**src/rtl/mem_arb_pkg.sv**
```systemverilog
// Shared types and constants for the memory-port arbiter and its frame streamer.
package mem_arb_pkg;

   typedef enum logic [2:0] {
      ST_IDLE,
      ST_FETCH,
      ST_WAIT,
      ST_EMIT,
      ST_DONE
   } st_e;

   typedef enum logic [1:0] {
      PL_R,
      PL_G,
      PL_B
   } plane_e;

   localparam int LANES  = 4;
   localparam int LANE_W = 32;
   localparam int WORD_W = LANES * LANE_W;

   function automatic plane_e plane_of(input int unsigned word, input int unsigned plane_words);
      if (word < plane_words)
         plane_of = PL_R;
      else if (word < 2 * plane_words)
         plane_of = PL_G;
      else
         plane_of = PL_B;
   endfunction

endpackage

```
**src/rtl/mem_port_arbiter_if.sv**
```systemverilog
// Bundles the pipeline, memory, streamer-control and GPIO signals of the arbiter.
interface mem_port_arbiter_if;
   import mem_arb_pkg::*;

   logic              pipe_rmem_i;
   logic              pipe_wmem_i;
   logic              pipe_vf_i;
   logic [31:0]       pipe_addr_i;
   logic [WORD_W-1:0] pipe_wdata_i;
   logic              mem_rmem_o;
   logic              mem_wmem_o;
   logic              mem_vf_o;
   logic [31:0]       mem_addr_o;
   logic [WORD_W-1:0] mem_wdata_o;
   logic [WORD_W-1:0] mem_rdata_i;
   logic              stall_o;
   logic              start_i;
   logic [31:0]       base_addr_i;
   logic              busy_o;
   logic              done_o;
   logic [LANE_W-1:0] gpio_o;
   logic              gpio_en_o;
   logic              gpio_en_r_o;
   logic              gpio_en_g_o;
   logic              gpio_en_b_o;

   modport slave (
      input  pipe_rmem_i, pipe_wmem_i, pipe_vf_i, pipe_addr_i, pipe_wdata_i,
      input  mem_rdata_i, start_i, base_addr_i,
      output mem_rmem_o, mem_wmem_o, mem_vf_o, mem_addr_o, mem_wdata_o,
      output stall_o, busy_o, done_o, gpio_o, gpio_en_o, gpio_en_r_o, gpio_en_g_o, gpio_en_b_o
   );

   modport master (
      output pipe_rmem_i, pipe_wmem_i, pipe_vf_i, pipe_addr_i, pipe_wdata_i,
      output mem_rdata_i, start_i, base_addr_i,
      input  mem_rmem_o, mem_wmem_o, mem_vf_o, mem_addr_o, mem_wdata_o,
      input  stall_o, busy_o, done_o, gpio_o, gpio_en_o, gpio_en_r_o, gpio_en_g_o, gpio_en_b_o
   );

endinterface

```
**src/rtl/gpio_streamer.sv**
```systemverilog
// Frame streamer: fetches one 128-bit word per FETCH grant and emits it as 4 GPIO beats.
// Waits in FETCH indefinitely for grant_i; all outputs decode straight from registers.
module gpio_streamer
   import mem_arb_pkg::*;
#(
   parameter int unsigned PLANE_WORDS = 16,
   parameter int unsigned ADDR_STEP   = 16
) (
   input  logic              clk,
   input  logic              rst,
   input  logic              start_i,
   input  logic [31:0]       base_addr_i,
   input  logic              grant_i,
   input  logic [WORD_W-1:0] rdata_i,
   output logic              req_o,
   output logic [31:0]       addr_o,
   output logic              busy_o,
   output logic              done_o,
   output logic [LANE_W-1:0] gpio_o,
   output logic              gpio_en_o,
   output logic              gpio_en_r_o,
   output logic              gpio_en_g_o,
   output logic              gpio_en_b_o
);

   localparam int WB = $clog2(3 * PLANE_WORDS + 1);
   localparam logic [WB-1:0] LAST_WORD = WB'(3 * PLANE_WORDS - 1);
   localparam logic [1:0]    LAST_LANE = 2'(LANES - 1);

   st_e               state_q, state_d;
   logic [31:0]       addr_q, addr_d;
   logic [WB-1:0]     word_q, word_d;
   logic [1:0]        lane_q, lane_d;
   logic [WORD_W-1:0] buf_q, buf_d;
   logic              emit;
   plane_e            plane;

   always_ff @(posedge clk or posedge rst) begin
      if (rst) begin
         state_q <= ST_IDLE;
         addr_q  <= '0;
         word_q  <= '0;
         lane_q  <= '0;
         buf_q   <= '0;
      end else begin
         state_q <= state_d;
         addr_q  <= addr_d;
         word_q  <= word_d;
         lane_q  <= lane_d;
         buf_q   <= buf_d;
      end
   end

   always_comb begin
      state_d = state_q;
      addr_d  = addr_q;
      word_d  = word_q;
      lane_d  = lane_q;
      buf_d   = buf_q;
      case (state_q)
         ST_IDLE: begin
            if (start_i) begin
               addr_d  = base_addr_i;
               word_d  = '0;
               state_d = ST_FETCH;
            end
         end
         ST_FETCH: begin
            if (grant_i)
               state_d = ST_WAIT;
         end
         ST_WAIT: begin
            buf_d   = rdata_i;
            lane_d  = '0;
            state_d = ST_EMIT;
         end
         ST_EMIT: begin
            if (lane_q == LAST_LANE) begin
               if (word_q == LAST_WORD) begin
                  state_d = ST_DONE;
               end else begin
                  word_d  = word_q + 1'b1;
                  addr_d  = addr_q + 32'(ADDR_STEP);
                  state_d = ST_FETCH;
               end
            end else begin
               lane_d = lane_q + 1'b1;
            end
         end
         ST_DONE:  state_d = ST_IDLE;
         default:  state_d = ST_IDLE;
      endcase
   end

   assign emit  = (state_q == ST_EMIT);
   assign plane = plane_of(32'(word_q), PLANE_WORDS);

   assign req_o       = (state_q == ST_FETCH);
   assign addr_o      = addr_q;
   assign busy_o      = (state_q != ST_IDLE);
   assign done_o      = (state_q == ST_DONE);
   assign gpio_en_o   = emit;
   assign gpio_o      = emit ? buf_q[LANE_W*lane_q +: LANE_W] : '0;
   assign gpio_en_r_o = emit && (plane == PL_R);
   assign gpio_en_g_o = emit && (plane == PL_G);
   assign gpio_en_b_o = emit && (plane == PL_B);

endmodule

```
**src/rtl/mem_port_arbiter.sv**
```systemverilog
// Shares the data-memory port between the MEM stage and the frame streamer, zero added latency.
// Pipeline has priority; a streamer starved for STARVE_MAX cycles takes the port and stalls the pipe.
module mem_port_arbiter
   import mem_arb_pkg::*;
#(
   parameter int unsigned PLANE_WORDS = 16,
   parameter int unsigned STARVE_MAX  = 8,
   parameter int unsigned ADDR_STEP   = 16
) (
   input logic               clk,
   input logic               rst,
   mem_port_arbiter_if.slave bus
);

   localparam int SW = $clog2(STARVE_MAX + 1);
   localparam logic [SW-1:0] STARVE_LIM = SW'(STARVE_MAX);

   logic          pipe_req;
   logic          st_req;
   logic          st_grant;
   logic          force_c;
   logic [31:0]   st_addr;
   logic [SW-1:0] starve_cnt_q, starve_cnt_d;

   gpio_streamer #(
      .PLANE_WORDS(PLANE_WORDS),
      .ADDR_STEP  (ADDR_STEP)
   ) u_streamer (
      .clk        (clk),
      .rst        (rst),
      .start_i    (bus.start_i),
      .base_addr_i(bus.base_addr_i),
      .grant_i    (st_grant),
      .rdata_i    (bus.mem_rdata_i),
      .req_o      (st_req),
      .addr_o     (st_addr),
      .busy_o     (bus.busy_o),
      .done_o     (bus.done_o),
      .gpio_o     (bus.gpio_o),
      .gpio_en_o  (bus.gpio_en_o),
      .gpio_en_r_o(bus.gpio_en_r_o),
      .gpio_en_g_o(bus.gpio_en_g_o),
      .gpio_en_b_o(bus.gpio_en_b_o)
   );

   assign pipe_req    = bus.pipe_rmem_i | bus.pipe_wmem_i;
   assign force_c     = st_req && (starve_cnt_q == STARVE_LIM);
   assign st_grant    = st_req && (force_c || !pipe_req);
   assign bus.stall_o = force_c;

   always_comb begin
      starve_cnt_d = starve_cnt_q;
      if (st_grant)
         starve_cnt_d = '0;
      else if (st_req && (starve_cnt_q != STARVE_LIM))
         starve_cnt_d = starve_cnt_q + 1'b1;
   end

   always_ff @(posedge clk or posedge rst) begin
      if (rst)
         starve_cnt_q <= '0;
      else
         starve_cnt_q <= starve_cnt_d;
   end

   // Address and data are zeroed when nobody owns the port so the bus is quiet.
   always_comb begin
      bus.mem_rmem_o  = 1'b0;
      bus.mem_wmem_o  = 1'b0;
      bus.mem_vf_o    = 1'b0;
      bus.mem_addr_o  = '0;
      bus.mem_wdata_o = '0;
      if (st_grant) begin
         bus.mem_rmem_o = 1'b1;
         bus.mem_vf_o   = 1'b1;
         bus.mem_addr_o = st_addr;
      end else if (pipe_req) begin
         bus.mem_rmem_o  = bus.pipe_rmem_i;
         bus.mem_wmem_o  = bus.pipe_wmem_i;
         bus.mem_vf_o    = bus.pipe_vf_i;
         bus.mem_addr_o  = bus.pipe_addr_i;
         bus.mem_wdata_o = bus.pipe_wdata_i;
      end
   end

endmodule

```
**src/flat_wrapper.sv**
```systemverilog
// flat-port wrapper written by rule: the top's interface ports become plain ports
module mem_port_arbiter_flat import mem_arb_pkg::*;
#(
   parameter int unsigned PLANE_WORDS = 16,
   parameter int unsigned STARVE_MAX  = 8,
   parameter int unsigned ADDR_STEP   = 16
)
  (clk, rst, bus_pipe_rmem_i, bus_pipe_wmem_i, bus_pipe_vf_i, bus_pipe_addr_i, bus_pipe_wdata_i, bus_mem_rdata_i, bus_start_i, bus_base_addr_i, bus_mem_rmem_o, bus_mem_wmem_o, bus_mem_vf_o, bus_mem_addr_o, bus_mem_wdata_o, bus_stall_o, bus_busy_o, bus_done_o, bus_gpio_o, bus_gpio_en_o, bus_gpio_en_r_o, bus_gpio_en_g_o, bus_gpio_en_b_o);
  mem_port_arbiter_if bus_i ();
  input logic clk;
  input logic rst;
  input wire logic [$bits(bus_i.pipe_rmem_i)-1:0] bus_pipe_rmem_i;
  input wire logic [$bits(bus_i.pipe_wmem_i)-1:0] bus_pipe_wmem_i;
  input wire logic [$bits(bus_i.pipe_vf_i)-1:0] bus_pipe_vf_i;
  input wire logic [$bits(bus_i.pipe_addr_i)-1:0] bus_pipe_addr_i;
  input wire logic [$bits(bus_i.pipe_wdata_i)-1:0] bus_pipe_wdata_i;
  input wire logic [$bits(bus_i.mem_rdata_i)-1:0] bus_mem_rdata_i;
  input wire logic [$bits(bus_i.start_i)-1:0] bus_start_i;
  input wire logic [$bits(bus_i.base_addr_i)-1:0] bus_base_addr_i;
  output wire logic [$bits(bus_i.mem_rmem_o)-1:0] bus_mem_rmem_o;
  output wire logic [$bits(bus_i.mem_wmem_o)-1:0] bus_mem_wmem_o;
  output wire logic [$bits(bus_i.mem_vf_o)-1:0] bus_mem_vf_o;
  output wire logic [$bits(bus_i.mem_addr_o)-1:0] bus_mem_addr_o;
  output wire logic [$bits(bus_i.mem_wdata_o)-1:0] bus_mem_wdata_o;
  output wire logic [$bits(bus_i.stall_o)-1:0] bus_stall_o;
  output wire logic [$bits(bus_i.busy_o)-1:0] bus_busy_o;
  output wire logic [$bits(bus_i.done_o)-1:0] bus_done_o;
  output wire logic [$bits(bus_i.gpio_o)-1:0] bus_gpio_o;
  output wire logic [$bits(bus_i.gpio_en_o)-1:0] bus_gpio_en_o;
  output wire logic [$bits(bus_i.gpio_en_r_o)-1:0] bus_gpio_en_r_o;
  output wire logic [$bits(bus_i.gpio_en_g_o)-1:0] bus_gpio_en_g_o;
  output wire logic [$bits(bus_i.gpio_en_b_o)-1:0] bus_gpio_en_b_o;
  assign bus_i.pipe_rmem_i = bus_pipe_rmem_i;
  assign bus_i.pipe_wmem_i = bus_pipe_wmem_i;
  assign bus_i.pipe_vf_i = bus_pipe_vf_i;
  assign bus_i.pipe_addr_i = bus_pipe_addr_i;
  assign bus_i.pipe_wdata_i = bus_pipe_wdata_i;
  assign bus_i.mem_rdata_i = bus_mem_rdata_i;
  assign bus_i.start_i = bus_start_i;
  assign bus_i.base_addr_i = bus_base_addr_i;
  assign bus_mem_rmem_o = bus_i.mem_rmem_o;
  assign bus_mem_wmem_o = bus_i.mem_wmem_o;
  assign bus_mem_vf_o = bus_i.mem_vf_o;
  assign bus_mem_addr_o = bus_i.mem_addr_o;
  assign bus_mem_wdata_o = bus_i.mem_wdata_o;
  assign bus_stall_o = bus_i.stall_o;
  assign bus_busy_o = bus_i.busy_o;
  assign bus_done_o = bus_i.done_o;
  assign bus_gpio_o = bus_i.gpio_o;
  assign bus_gpio_en_o = bus_i.gpio_en_o;
  assign bus_gpio_en_r_o = bus_i.gpio_en_r_o;
  assign bus_gpio_en_g_o = bus_i.gpio_en_g_o;
  assign bus_gpio_en_b_o = bus_i.gpio_en_b_o;
  mem_port_arbiter #(.PLANE_WORDS(PLANE_WORDS), .STARVE_MAX(STARVE_MAX), .ADDR_STEP(ADDR_STEP)) u_core (.clk(clk), .rst(rst), .bus(bus_i));
endmodule
```
**config.mk**
```make
export PLATFORM = sky130hd
export DESIGN_NAME = mem_port_arbiter_flat
export DESIGN_NICKNAME = d
export VERILOG_FILES = /design/src/rtl/mem_arb_pkg.sv /design/src/rtl/mem_port_arbiter_if.sv /design/src/rtl/gpio_streamer.sv /design/src/rtl/mem_port_arbiter.sv /design/src/flat_wrapper.sv
export SDC_FILE = /design/constraint.sdc
export NUM_CORES = 1
export LEC_CHECK = 0
export CORE_AREA = 3 3 202 204
export DETAILED_ROUTE_END_ITERATION = 10
export DIE_AREA = 0 0 205 207
export GPL_ROUTABILITY_DRIVEN = 0
export MAX_ROUTING_LAYER = met4
export PLACE_DENSITY_LB_ADDON = 0.3
export SYNTH_ARGS = -nofsm -noshare
export SYNTH_HDL_FRONTEND = slang
export SYNTH_SLANG_ARGS = --single-unit
```
**constraint.sdc**
```tcl
create_clock -name clk -period 5.9 [get_ports clk]
set_input_delay 1.18 -clock clk [delete_from_list [all_inputs] [get_ports clk]]
set_output_delay 1.18 -clock clk [all_outputs]
set_load 0.005 [all_outputs]
```
; Word level (Yosys, flattened, before mapping)
; Cells that the tools add are included.
[classes]
n_addsub = 4
magnitude_cmp = 2
n_eq_ne = 15
n_shift = 1
mux = 30
n_bitwise = 1
n_reduce_logical = 17
[ops]
columns = op, count
row1 = $mux 128, 2
row2 = $mux 32, 6
row3 = $shiftx 128x8->32, 1
row4 = $pmux 32 s2, 1
row5 = $add 32x5->32 const B, 1
row6 = $mux 6, 3
row7 = $mux 3, 4
row8 = $pmux 3 s4, 1
row9 = $pmux 6 s2, 1
row10 = $mux 4, 2
row11 = $ne 2x2->1 const B, 4
row12 = $add 6x1->6 const B, 1
row13 = $eq 3x2->1 const B, 2
row14 = $eq 6x6->1 const B, 1
row15 = $logic_and 1x1->1, 6
row16 = $lt 6x5->1 const B, 1
row17 = $lt 6x6->1 const B, 1
row18 = $mux 1, 6
row19 = $mux 2, 3
row20 = $reduce_bool 2->1, 3
row21 = $add 4x1->4 const B, 1
row22 = $eq 2x2->1 const B, 2
row23 = $eq 4x4->1 const B, 1
row24 = $ne 4x4->1 const B, 1
row25 = other kinds (15), 15
[word_totals]
regBits = 175
in_bits = 326
output_inout_bits = 202

; Logic depth before layout (Yosys ltp)
; Gate-level depths: netlist of run 1.
[depth]
ltp_word = 6
ltp_mapped = 9
ltp_nobuf = 7

; Hierarchy
; A second synthesis of run 1 with hierarchy kept.
[hier_totals]
cells_unflattened = 904
area_unflattened_um2 = 9918.3
[by_module_without_submodules]
columns = module, instances, cells_per_inst, area_each_um2
row1 = gpio_streamer, 1, 640, 8235.4
row2 = mem_port_arbiter, 1, 264, 1682.9

; Worst setup path after synthesis of run 1
; Ideal clock, no wire load.
[synth_timing]
kind = input -> output
startpoint = input bus_pipe_wmem_i
endpoint = output bus_mem_addr_o[1]
arrival_time_ns = 2.225
required_ns = 4.720
slack_ns = 2.495
cell_stages = 6
n_path_buf = 2
path_cell_list = or2_2 -> clkbuf_1 -> o21ai_1 -> buf_2 -> nand3_1 -> nand2_1
[synth_via]
elab_chain_cells = 5
elab_cells_between_ends = 6
classes_between = 2 x mux / 1 x bitwise / 3 x reduce/logical
[synth_rtl]
columns = item, line
row1 = "start, declared", flat_wrapper.sv:13  ; input wire logic [$bits(bus_i.pipe_wmem_i)-1:0] bus_pipe_wmem_i;
row2 = $or 1x1->1 (*), mem_port_arbiter.sv:46  ; assign pipe_req = bus.pipe_rmem_i | bus.pipe_wmem_i;
row3 = $logic_not 1->1, mem_port_arbiter.sv:48  ; assign st_grant = st_req && (force_c || !pipe_req);
row4 = $logic_or 1x1->1, mem_port_arbiter.sv:48
row5 = $logic_and 1x1->1, mem_port_arbiter.sv:48
row6 = $mux 32 (*), mem_port_arbiter.sv:73  ; if (st_grant) begin
row7 = "end, declared", flat_wrapper.sv:23  ; output wire logic [$bits(bus_i.mem_addr_o)-1:0] bus_mem_addr_o;
; Mark *: on every way between the ends. The rest lies on a longest branch, timed or not.

; Worst setup path in the final report of run 1
[layout_timing]
startpoint = input bus_pipe_wmem_i
endpoint = output bus_mem_wdata_o[0]
[layout_via]
elab_chain_cells = 5
elab_cells_between_ends = 6
classes_between = 2 x mux / 1 x bitwise / 3 x reduce/logical
[layout_rtl]
columns = item, line
row1 = $or 1x1->1 (*), mem_port_arbiter.sv:46
row2 = $logic_not 1->1, mem_port_arbiter.sv:48
row3 = $logic_or 1x1->1, mem_port_arbiter.sv:48
row4 = $logic_and 1x1->1, mem_port_arbiter.sv:48
row5 = $mux 128 (*), mem_port_arbiter.sv:73
row6 = "end, declared", flat_wrapper.sv:24  ; output wire logic [$bits(bus_i.mem_wdata_o)-1:0] bus_mem_wdata_o;
; Marks and branches as above.

==> results.toml, run 1 <==
[critical_path]
required_ns = 4.72
worstSetupPathType = "input pin to output port"
rr_worst_depth = 7
cp_max_fo = 102
start_kind = "input pin"
rr_endpoint = "u_core.u_streamer.addr_o[4]"
crit_arrival_ns = 3.73
endpoint_kind = "output port"
reg2reg_from = "u_core.u_streamer.state_q[0]"
reg2reg_slack_ns = 2.65

[global_routing]
grt_busiest_layer = "met2"
grt_use_met1_pct = 21.2
grt_max_degree = 176
grt_pass1_wl_mm = 59.0
globalRouteMet2Util_pct = 30.1
met3_usage_pct = 7.83
antenna_found_initial = 5
grt_overflow = 0
grt_usage_pct = 18.9
first_global_vias = 9300

[synth]
synth_seq_cells = 175
avgSynthCellArea_um2 = 10.7
synthTopCellsByArea = "dfrtp_1 (44%), mux2_2 (15%), and2_1 (10%)"
yosysMostFrequentCell = "dfrtp_1"
synth_edf_count = 0
synthCells = 923
synth_top_area_share_pct = 44.5
synth_ff_type = "dfrtp_1"
async_flop_share_pct = 100
syn-cell-area_um2 = 9840
ys.warnings.count = 0
synth_cell_types = 56
synth-seq-area-share_pct = 44.5
synth_fp_nets = 1254
synth_top_area_cell = "dfrtp_1"
synthTopCellsByCount = "dfrtp_1 (175), and2_1 (165), mux2_2 (129), nand2_1 (96), nand3_1 (38)"

[worst_hold_path]
holdPathStages = 2
min_from = "u_core.u_streamer.addr_o[1]"
holdPathEnd = "u_core.u_streamer.addr_o[1]"
min_path_type = "flop to flop"

[final_layout]
area_growth_pct = 64.1
fin_util_pct = 40.9
fillers = 3866
seq_area_um2 = 4380
drive_gt1_share_pct = 15.6
nets = 1739
multi_input_area_um2 = 5100

[clock_network]
cts_max_level = 4
post_cts_buffers = 0
cts_made_buffers = 17
clock_path_buffers = 2
cts.hold.buffers_added = 0
clock_latency_ns = 0.45
clock_sinks = 175
cts_resized = 0
cts_tree = "built"
clk_pin_slew_ns = 0.06
root_buffer = "clkbuf_16"

[placement]
hpwl_mm = 30.7
dp_slack_ns = 0.995
io_buffers = 527

[die]
die-area_um2 = 42400
die_w_um = 205
rows = 73
initial_utilization_pct = 24.9
top_level_ports = 528
die_h_um = 207
core_area_um2 = 39500

[sta]
post-route-worst-setup-slack_ns = 0.991
finalCriticalPeriod_ns = 4.91
skew_ns = 0.0173
drv_slew = 0
setup_violations = 0
rsz0062_at_grt = "no"
final_hold_viol_count = 0
finalSetupTns_ns = 0
period_share_pct = 83.2
fmax_ghz = 0.204
relSlewSlack_pct = 32.5
worstMarginPinSlew_ns = 1.01

[pwr]
p_seq_share_pct = 31.1
p_clk_share_pct = 15.3
combPwrFrac_pct = 53.6
p_switching_mw = 2.59
leakagePower_nw = 6.34
p_total_mw = 7.31
max-vdd-ir-drop_uv = 297
intPower_mw = 4.72
p_per_area_nw_per_um2 = 453
switching_share_pct = 35.5

[routing]
wl_mm = 39.9
drt_iter0_drc = 523
routedWlPerCell_um = 20.4
vias_per_cell = 4.59
dr.pass1.iters = 5
vias = 8965
ant_nets = 0
drc = 0

[run_status]
status = "finished, final reports clean"

[job]
timing.max_cap.violations = 0
[critical path, cell delays in order]
cell             delay [ns]
clkdlybuf4s50_1        0.53
or2_2                  0.28
o21a_4                 0.60
buf_12                 0.34
and2_1                 0.20
clkdlybuf4s50_1        0.51
[cell families after synthesis]
| logic type | count (synthesis) | share of synthesized area (%) |
|---|---|---|
| xor+xnor | 2 | 0.178 |
| flops | 175 | 44.5 |
| compound gates | 119 | 7.78 |
| simple gates | 378 | 20.9 |
| mux | 163 | 22.3 |
| buf+inv | 81 | 3.79 |
| fa+ha+maj | 5 | 0.635 |
[stage by stage]
stage          hold WS (ns)  cells  area, um2
5_1_grt               0.519   1951      16200
3_3_place_gp          0.461   1914      15600
2_1_floorplan         0.445    923       9850
3_5_place_dp          0.468   1914      15600
6_report              0.486   1952      16200
4_1_cts               0.485   1946      16100
[layout make-up]
type                       count  share of cell area [%]
timing repair buffer         537                    33.3
multi-input combinational    667                    31.6
sequential                   175                    27.1
tap                          525                    4.07
clock buffer                  20                    2.76
clock inverter                12                   0.774
inverter                      10                   0.256
antenna                        6                  0.0929
[power groups by stage]
| stage | logic, mW | registers, mW | clock network [mW] |
|---|---|---|---|
| after floorplan | 2.37 | 2.07 | 0 |
| after CTS | 3.98 | 2.28 | 1.15 |
| after global placement | 3.90 | 2.28 | 0 |
| after detailed placement | 3.96 | 2.30 | 0 |
| final | 3.92 | 2.28 | 1.12 |
| after global routing | 4.29 | 2.37 | 1.20 |
[per-layer routing]
layer | vias up | share of wire [%]
met1 | 4336 | 38
met5 | - | 0
met4 | 0 | 3.4
met3 | 47 | 10
li1 | 4223 | -
met2 | 359 | 48
[how the worst max path moves through the flow]
stage | startpoint | slack (ns) | depth (start not counted) | end
final | bus_pipe_wmem_i | 0.99 | 6 | bus_mem_wdata_o[0]
after global routing | bus_pipe_wmem_i | 0.86 | 6 | bus_mem_wdata_o[65]
after CTS | bus_pipe_wmem_i | 0.99 | 6 | bus_mem_wdata_o[78]
after floorplan | rst | 2.48 | 1 | u_core.starve_cnt_q[0]
after global placement | bus_pipe_wmem_i | 1.02 | 6 | bus_mem_wdata_o[78]
after detailed placement | bus_pipe_wmem_i | 1.0 | 6 | bus_mem_wdata_o[78]
[flip-flops by register name, summed over array words and instances, names as in the netlist]
register,count
u_core.u_streamer.word_q,6
u_core.u_streamer.lane_q,2
u_core.u_streamer.buf_q,128
u_core.u_streamer.addr_o,32
u_core.u_streamer.state_q,3
u_core.starve_cnt_q,4
[layout by cell type, fill, tap and decap left out, types with 3 or more instances in the layout]
| cell | n |
|---|---|
| and3_1 | 9 |
| clkinv_4 | 3 |
| nor3b_1 | 3 |
| ha_1 | 5 |
| clkinvlp_4 | 3 |
| o31ai_2 | 4 |
| inv_6 | 3 |
| inv_1 | 8 |
| nand2_1 | 96 |
| nand4_1 | 11 |
| and4_1 | 3 |
| buf_12 | 3 |
| a22oi_1 | 3 |
| o21ai_1 | 6 |
| mux2_2 | 129 |
| a21oi_1 | 30 |
| nand3_1 | 38 |
| nor3_1 | 8 |
| a211oi_1 | 5 |
| o22a_1 | 7 |
| o22ai_1 | 8 |
| nand2b_1 | 3 |
| a31oi_1 | 4 |
| diode_2 | 6 |
| clkdlybuf4s50_1 | 527 |
| mux4_2 | 32 |
| o21ai_0 | 34 |
| nor2_1 | 29 |
| and2_1 | 165 |
| buf_4 | 7 |
| dfrtp_1 | 173 |
| clkbuf_16 | 17 |
No activity file was read; power rests on OpenSTA's default activity.
==> run 2, diff against run 1 <==
clock period = 4 ns   (was 5.9 ns; I/O delays follow)
==> run 2 against run 1 <==
Effect of this change:
- critical path depth stayed put
- count of clock-buffer cells in the layout is 3 lower
- highest routed layer unchanged
- largest cell class unchanged
- critical endpoint is now bus_mem_wdata_o[16]
- sequential cell count unchanged
==> results.toml, run 2 (same netlist as run 1, synthesis figures left out) <==
[run_status]
status = "finished, final reports clean"

[worst_hold_path]
min_path_type = "flop to flop"
holdPathStages = 2

[placement]
hpwl_mm = 31.9
place_area_um2 = 15700
dp_slack_ns = 0.262
io_buffers = 527

[global_routing]
grt_pass1_wl_mm = 58.5
grt_max_degree = 131
antenna_found_initial = 14
grt_usage_pct = 18.9
first_global_vias = 9208
grt_overflow = 0

[clock_network]
clock_sinks = 175
clk_pin_slew_ns = 0.08
cts_resized = 0
cts_tree = "built"
cts.hold.buffers_added = 0
cts_max_level = 4
post_cts_buffers = 0
cts_made_buffers = 17
clock_path_buffers = 2
clock_latency_ns = 0.45
root_buffer = "clkbuf_16"

[sta]
skew_ns = 0.0127
relSlewSlack_pct = 37.0
drv_slew = 0
post-route-worst-setup-slack_ns = 0.218
rsz0062_at_grt = "no"
final_hold_viol_count = 0
worstMarginPinSlew_ns = 0.944
finalSetupTns_ns = 0
setup_violations = 0
fmax_ghz = 0.264
finalCriticalPeriod_ns = 3.78
period_share_pct = 94.6

[die]
die_w_um = 205
top_level_ports = 528
core_area_um2 = 39500
die-area_um2 = 42400
rows = 73
initial_utilization_pct = 24.9
die_h_um = 207

[critical_path]
worstSetupPathType = "flop to output port"
rr_worst_depth = 6
endpoint_kind = "output port"
required_ns = 3.20
start_kind = "flop"
cp_max_fo = 92
crit_arrival_ns = 2.98

[job]
timing.max_cap.violations = 0

[final_layout]
area_growth_pct = 66.4
layout_common_cells = "clkdlybuf4s50_1 (527), dfrtp_1 (173), and2_1 (165), mux2_2 (129), nand2_1 (96)"
drive_gt1_share_pct = 16.7
final_area_um2 = 16400
fillers = 3835
max_flop_register = "u_core.u_streamer.buf_q"
final_common_cell = "clkdlybuf4s50_1"
fin_util_pct = 41.5
nets = 1755
largest_reg_flops = 128

[routing]
routedWlPerCell_um = 20.3
wl_mm = 40.1
drc = 0
vias_per_cell = 4.57
dr.pass1.iters = 5
drt_iter0_drc = 564
vias = 9020
ant_nets = 0

[pwr]
max-vdd-ir-drop_uv = 401
p_per_area_nw_per_um2 = 670
leakagePower_nw = 6.45
[run 2: path summary, 6_finish.rpt]
path,from,to,slack [ns]
worst max register to register,u_core.u_streamer.lane_q[0],u_core.u_streamer.addr_o[4],1.21
worst min-delay path,u_core.u_streamer.addr_o[1],u_core.u_streamer.addr_o[1],0.49
worst max-delay path,u_core.u_streamer.state_q[0],bus_mem_wdata_o[16],0.22
min in group asynchronous,rst,u_core.u_streamer.buf_q[102],0.78
worst min register to register,u_core.u_streamer.addr_o[1],u_core.u_streamer.addr_o[1],0.49
max in group asynchronous,rst,u_core.u_streamer.buf_q[26],2.38
[run 2: cell type report]
cell class	count	area (um2)	share of cell area (%)
Antenna cell	13	32.5	0.199
Clock buffer	17	425	2.60
Clock inverter	15	183	1.12
Inverter	10	41.3	0.252
Multi-Input combinational cell	667	5100	31.1
Sequential cell	175	4380	26.7
Tap cell	525	657	4.01
Timing Repair Buffer	553	5560	33.9
[run 2: power by group]
| part | total [mW] | internal [mW] | switching, mW |
|---|---|---|---|
| clock network | 1.71 | 0.852 | 0.857 |
| registers | 3.36 | 2.66 | 0.695 |
| logic | 5.92 | 3.54 | 2.38 |
| total | 11.0 | 7.05 | 3.93 |
[run 2: through the flow]
stage / total power, mW / instances / hold WS (ns)
finish: 11.0 / 1975 / 0.491
global route: 11.8 / 1974 / 0.516
CTS: 11.1 / 1962 / 0.491
detailed placement: 9.37 / 1930 / 0.473
global placement: 9.27 / 1930 / 0.458
floorplan: 6.54 / 923 / 0.445
[run 2: worst max-delay path: stages (launching register included)]
cell and delay, ns:
dfrtp_1 0.37, buf_4 0.17, or3b_1 0.53, o21a_4 0.36
buf_12 0.30, and2_1 0.22, clkdlybuf4s50_1 0.53
[run 2: metal layers]
metal  part of all wire (%)  track usage [%]  wire, um
met2                     48             30.5     19300
met3                     11             8.42      4290
met1                     38             21.1     15400
met5                      0                -         0
met4                    2.5             6.03      1020
==> run 3, diff against run 2 <==
ABC_AREA = 1   (was default)
CORE_AREA = 3 3 205 207   (was 3 3 202 204)
DIE_AREA = 0 0 208 210   (was 0 0 205 207)
==> run 3 against run 2 <==
Effect of this change:
- count of clock-buffer cells in the layout grew 1
- clock power grew 13%
- maximum frequency is essentially flat
- critical path type is now input pin to output port
- register-to-register slack gained 0.28 ns
- critical endpoint is now bus_mem_addr_o[25]
- hold slack lost 0.013 ns
- highest routed layer unchanged
==> results.toml, run 3 <==
[placement]
dp_slack_ns = 0.198
io_buffers = 527
hpwl_mm = 37.6

[critical_path]
endpoint_kind = "output port"
reg2reg_from = "u_core.u_streamer.state_q[1]"
reg2reg_slack_ns = 1.49
cp_max_fo = 38
start_kind = "input pin"
worstSetupPathType = "input pin to output port"
required_ns = 3.20
rr_endpoint = "u_core.u_streamer.addr_o[13]"
crit_arrival_ns = 2.99
rr_worst_depth = 11

[synth]
yosysMostFrequentCell = "nand2_1"
synth_cell_types = 29
synthTopCellsByArea = "dfrtp_1 (42%), nand2_1 (21%), nor2_1 (7.5%)"
synth_edf_count = 0
synth-seq-area-share_pct = 42.2
synth_top_area_cell = "dfrtp_1"
synth_fp_nets = 1914
synth_ff_type = "dfrtp_1"
avgSynthCellArea_um2 = 6.56
async_flop_share_pct = 100
synth_seq_cells = 175
syn-cell-area_um2 = 10400
synthCells = 1583
synthTopCellsByCount = "nand2_1 (591), nor2_1 (208), dfrtp_1 (175), o21ai_0 (150), inv_1 (121)"
ys.warnings.count = 0
synth_top_area_share_pct = 42.2

[clock_network]
cts_made_buffers = 17
clock_path_buffers = 2
cts_tree = "built"
clock_sinks = 175
cts.hold.buffers_added = 0
clk_pin_slew_ns = 0.07
clock_latency_ns = 0.45
post_cts_buffers = 0
cts_resized = 0
cts_max_level = 4
root_buffer = "clkbuf_16"

[sta]
drv_slew = 0
finalCriticalPeriod_ns = 3.79
rsz0062_at_grt = "no"
finalSetupTns_ns = 0
final_hold_viol_count = 0
relSlewSlack_pct = 42.1
skew_ns = 0.0125
worstMarginPinSlew_ns = 0.868
fmax_ghz = 0.264
post-route-worst-setup-slack_ns = 0.215
period_share_pct = 94.6
setup_violations = 0

[global_routing]
grt_usage_pct = 22.0
antenna_found_initial = 7
grt_max_degree = 101
grt_pass1_wl_mm = 72.2
first_global_vias = 11800
grt_overflow = 0

[die]
die_h_um = 210
die_w_um = 208
initial_utilization_pct = 25.6
die-area_um2 = 43700
top_level_ports = 528
core_area_um2 = 40600
rows = 74

[final_layout]
final_common_cell = "nand2_1"
layout_common_cells = "nand2_1 (590), clkdlybuf4s50_1 (527), nor2_1 (208), dfrtp_1 (173), o21ai_0 (150)"
drive_gt1_share_pct = 4.09
nets = 2394
area_growth_pct = 63.2
max_flop_register = "u_core.u_streamer.buf_q"
largest_reg_flops = 128

[routing]
routedWlPerCell_um = 18.5
drc = 0
wl_mm = 48.3
vias_per_cell = 4.66
vias = 12200
ant_nets = 0
dr.pass1.iters = 6
drt_iter0_drc = 1137

[job]
timing.max_cap.violations = 0

[worst_hold_path]
holdPathStages = 2
min_path_type = "flop to flop"
min_from = "u_core.u_streamer.buf_q[63]"
holdPathEnd = "u_core.u_streamer.buf_q[63]"

[pwr]
p_per_area_nw_per_um2 = 602
leakagePower_nw = 7.58
max-vdd-ir-drop_uv = 353

[run_status]
status = "finished, final reports clean"
==> run 3: cell types whose count changed after synthesis, sizes merged, moves of 9 or more <==
cell	previous run	this run
nand2	96	593
nor2	29	210
and2	165	0
mux2	129	0
o21ai	40	160
inv	10	125
nand3	38	82
a21oi	31	69
mux4	32	0
o211ai	0	32
clkbuf	32	55
and3	9	0
buf	39	48
nand4	12	3
==> run 3: where the power goes <==
group,switching [mW],internal (mW)
combinational,2.95,2.18
clock,0.800,1.14
sequential,0.520,2.62
==> run 3: cell families (layout without fill, tap and decap cells) <==
family,count (synthesis),after routing,share of synthesized area [%]
fa+ha+maj,5,5,0.603
flops,175,175,42.2
compound gates,269,269,13.9
simple gates,899,899,33.9
buf+inv,228,721,8.77
other cells,0,7,0
xor+xnor,7,7,0.591
==> run 3: worst max path at each step <==
stage,start,endpoint,slack [ns],cells past startpoint
after detailed placement,bus_pipe_wmem_i,bus_mem_addr_o[25],0.20,8
after CTS,bus_pipe_wmem_i,bus_mem_addr_o[25],0.20,8
after floorplan,rst,u_core.starve_cnt_q[0],0.96,1
final,bus_pipe_wmem_i,bus_mem_addr_o[25],0.21,8
after global routing,bus_pipe_wmem_i,bus_mem_addr_o[23],0.05,8
after global placement,bus_pipe_wmem_i,bus_mem_addr_o[27],0.23,8
==> run 3: through the flow <==
stage | instance area (um2) | hold WS, ns | instances | power [mW] | utilization [%]
6_report | 16900 | 0.478 | 2615 | 10.2 | 41.8
5_1_grt | 16900 | 0.497 | 2615 | 11.1 | 41.8
4_1_cts | 16900 | 0.480 | 2608 | 10.3 | 41.7
3_5_place_dp | 16300 | 0.460 | 2576 | 8.32 | 40.1
3_3_place_gp | 16300 | 0.456 | 2576 | 8.21 | 40.1
2_1_floorplan | 10400 | 0.444 | 1583 | 5.93 | -
==> run 3: area by class of cell <==
class                   count  area (um2)
repair buffers            564        5630
well taps                 532         666
multi-input cells        1180        5110
flip-flops and latches    175        4380
fillers                  4219       23600
clock inverters            14         224
clock buffers              18         439
diodes                      7        17.5
inverters                 125         480
==> run 3: layer usage <==
layer	vias up	GRT usage, %	routed length, um
met4	0	6.32	1220
met2	499	33.4	22200
met5	-	-	0
met1	5672	28.8	21000
li1	5940	-	-
met3	64	6.19	3880
==> run 3: worst max-delay path: stages <==
cell	delay (ns)
clkdlybuf4s50_1	0.52
nor2_1	0.24
inv_4	0.11
a21oi_4	0.23
inv_1	0.06
buf_4	0.23
o21ai_0	0.22
clkdlybuf4s50_1	0.57
==> edit: new RTL, config.mk and constraints of run 3 <==
Reset style: synchronous (`rst`), changed in 2 clocked blocks.
--- a/src/rtl/gpio_streamer.sv
+++ b/src/rtl/gpio_streamer.sv
@@ -37,3 +37,3 @@
 
-   always_ff @(posedge clk or posedge rst) begin
+   always_ff @(posedge clk) begin
       if (rst) begin
--- a/src/rtl/mem_port_arbiter.sv
+++ b/src/rtl/mem_port_arbiter.sv
@@ -58,3 +58,3 @@
 
-   always_ff @(posedge clk or posedge rst) begin
+   always_ff @(posedge clk) begin
       if (rst)
Function: differs if rst is asserted again (counterexample within 4 cycles, from zero or initial values and one cycle with rst high); with rst held inactive, the same outputs for 4 cycles.
==> edit against run 3 <==
Count of clock-buffer cells in the layout is the same. Sequential cell count is the same. Cell count grew 0.11%. Area after synthesis shrank 5.1%. First-iteration DRC count shrank 24%. Cell area shrank 5.1%. Clock skew grew 2.2 ps. Wire length grew 4.4%. Worst setup slack is essentially flat. Utilization shrank 2.2 points.
Power is not compared: it rests on default switching activity, and its combinational part moved more than twofold at a synthesized area within 25%.
==> edit: results (changes against run 3) <==
status finished clean (unchanged); Max VDD drop 0.3062 mV; hpwl dp 39.45 mm (was 37.56 mm); hold path startpoint u_core.u_streamer.buf_q[82] (was u_core.u_streamer.buf_q[63]); M1 GR Usage 29.89% (was 28.81%); Synth area leaders dfxtp_1 (36%), nor2_1 (13%), o21ai_0 (12%), a21oi_1 (9.7%), nand2_1 (8.2%) (was dfrtp_1 (42%), nand2_1 (21%), nor2_1 (7.5%), o21ai_0 (7.2%), inv_1 (4.4%)); reg2reg end u_core.u_streamer.addr_o[22] (was u_core.u_streamer.addr_o[13]); Final nets 2,400 (was 2,394); class of the worst hold path reg2reg (unchanged); GRT Util Overall 22.52% (was 21.99%); H-tree level count 4 (unchanged); reg-to-reg startpoint u_core.u_streamer.state_q[0] (was u_core.u_streamer.state_q[1]); Synthesized Nets 1,946 (was 1,914); metal3 WL 4.386 mm (was 3.883 mm); Top FF cell, synth dfxtp_1 (was dfrtp_1); Pre-antenna DRT Iters 5 (was 6); share of cells above drive strength 1 3.750% (was 4.094%); worst endpoint data arrival time 2980 ps (was 2990 ps); Iteration-0 DRC Markers 869 (was 1,137); Reg2Reg Setup Slack 1350 ps (was 1490 ps); setup bufs post-CTS 0 (unchanged); Routed met2 length 22.30 mm (was 22.17 mm); Setup WS pre-CTS 162.6 ps (was 198.4 ps); worst-case reg-to-reg path depth 10 (was 11); Ys Warns 0 (unchanged); M1 wire length 22.88 mm (was 21.05 mm); vias 12,260 (was 12,180); Largest Register u_core.u_streamer.buf_q (unchanged); TritonCTS buffer count 17 (unchanged); largest net degree at the start of global routing 116 (was 101); Synth cell types 37 (was 29); Worst-Skew Late Latency 450 ps (about the same); WL final 50.46 mm (was 48.32 mm); Post-Syn Area per Cell 6.101 µm² (was 6.558 µm²); Clock Pin Slew Worst Setup and Hold Paths 60 ps; Async SR Flop Fraction 0% (was 100.0%); worst-path fanout max 44 (was 38); top post-synthesis cells by count nor2_1 (354), o21ai_0 (234), nand2_1 (214) (was nand2_1 (591), nor2_1 (208), dfrtp_1 (175)); Worst path max stage delay 620 ps (was 570 ps); final std cells w/o fill 2,618 (was 2,615); sequential share of the synthesized area 35.56% (was 42.18%); met2 Track Usage GR 34.29% (was 33.42%); Max Clock Freq 264.2 MHz (about the same); grt met3 use 5.864% (was 6.191%); CP top delay family buffers and inverters (unchanged); CP endpoint bus_mem_addr_o[3] (was bus_mem_addr_o[25]); Clock Skew 14.76 ps (was 12.52 ps); first-pass GRT wire length 72.76 mm (was 72.19 mm); vias in the first global route 11,480 (was 11,800); Worst Hold Path EP u_core.u_streamer.buf_q[82] (was u_core.u_streamer.buf_q[63]); Slew @ Worst Pin 944.2 ps (was 868.1 ps)
==> edit: changes by cell type after synthesis, sizes merged, moves of 5 or more <==
| cell | run 3 | this run |
|---|---|---|
| clkbuf | 55 | 69 |
| o211ai | 32 | 1 |
| dfxtp | 0 | 175 |
| nand4 | 3 | 8 |
| o21ai | 160 | 241 |
| dfrtp | 175 | 0 |
| a21oi | 69 | 192 |
| nor2 | 210 | 358 |
| a211oi | 0 | 7 |
| nand3 | 82 | 63 |
| inv | 125 | 213 |
| nand2 | 593 | 219 |
| buf | 48 | 42 |
==> edit: power breakdown <==
part	internal [W]	switching [W]	total [W]
logic	0.00105	0.00141	0.00246
registers	0.00222	0.000271	0.00249
clock network	0.000822	0.000800	0.00162
total	0.00409	0.00248	0.00657
==> edit: logic make-up (layout without fill, tap and decap cells) <==
kind of cell	after synthesis	count (layout)	synth area share, %
compound gates	446	446	23.38
xor+xnor	5	5	0.4444
fa+ha+maj	5	5	0.6349
buf+inv	324	789	13.04
flops	175	175	35.56
other cells	0	6	0
simple gates	660	660	26.95
==> edit: per-stage QoR <==
step                      cell area, µm²  power [W]  hold slack (ps)
after floorplan                     9853   0.003853            429.7
after global placement             15520   0.004912            439.8
after detailed placement           15520   0.004966            443.4
after CTS                          16060   0.006603            454.8
after global routing               16070   0.007000            471.5
final                              16070   0.006567            451.6
==> edit: cell type report <==
cell class | count | area, µm²
Multi-Input combinational cell | 1116 | 5071
Tap cell | 532 | 665.6
Clock buffer | 18 | 439.2
Fill cell | 4301 | 24480
Sequential cell | 175 | 3506
Inverter | 213 | 805.8
Timing Repair Buffer | 546 | 5468
Clock inverter | 12 | 103.9
Antenna cell | 6 | 15.01
==> edit: tightest hold or removal path, stage by stage (launching register included) <==
cell     delay (ps)
dfxtp_1         300
inv_1            60
a21oi_1          50
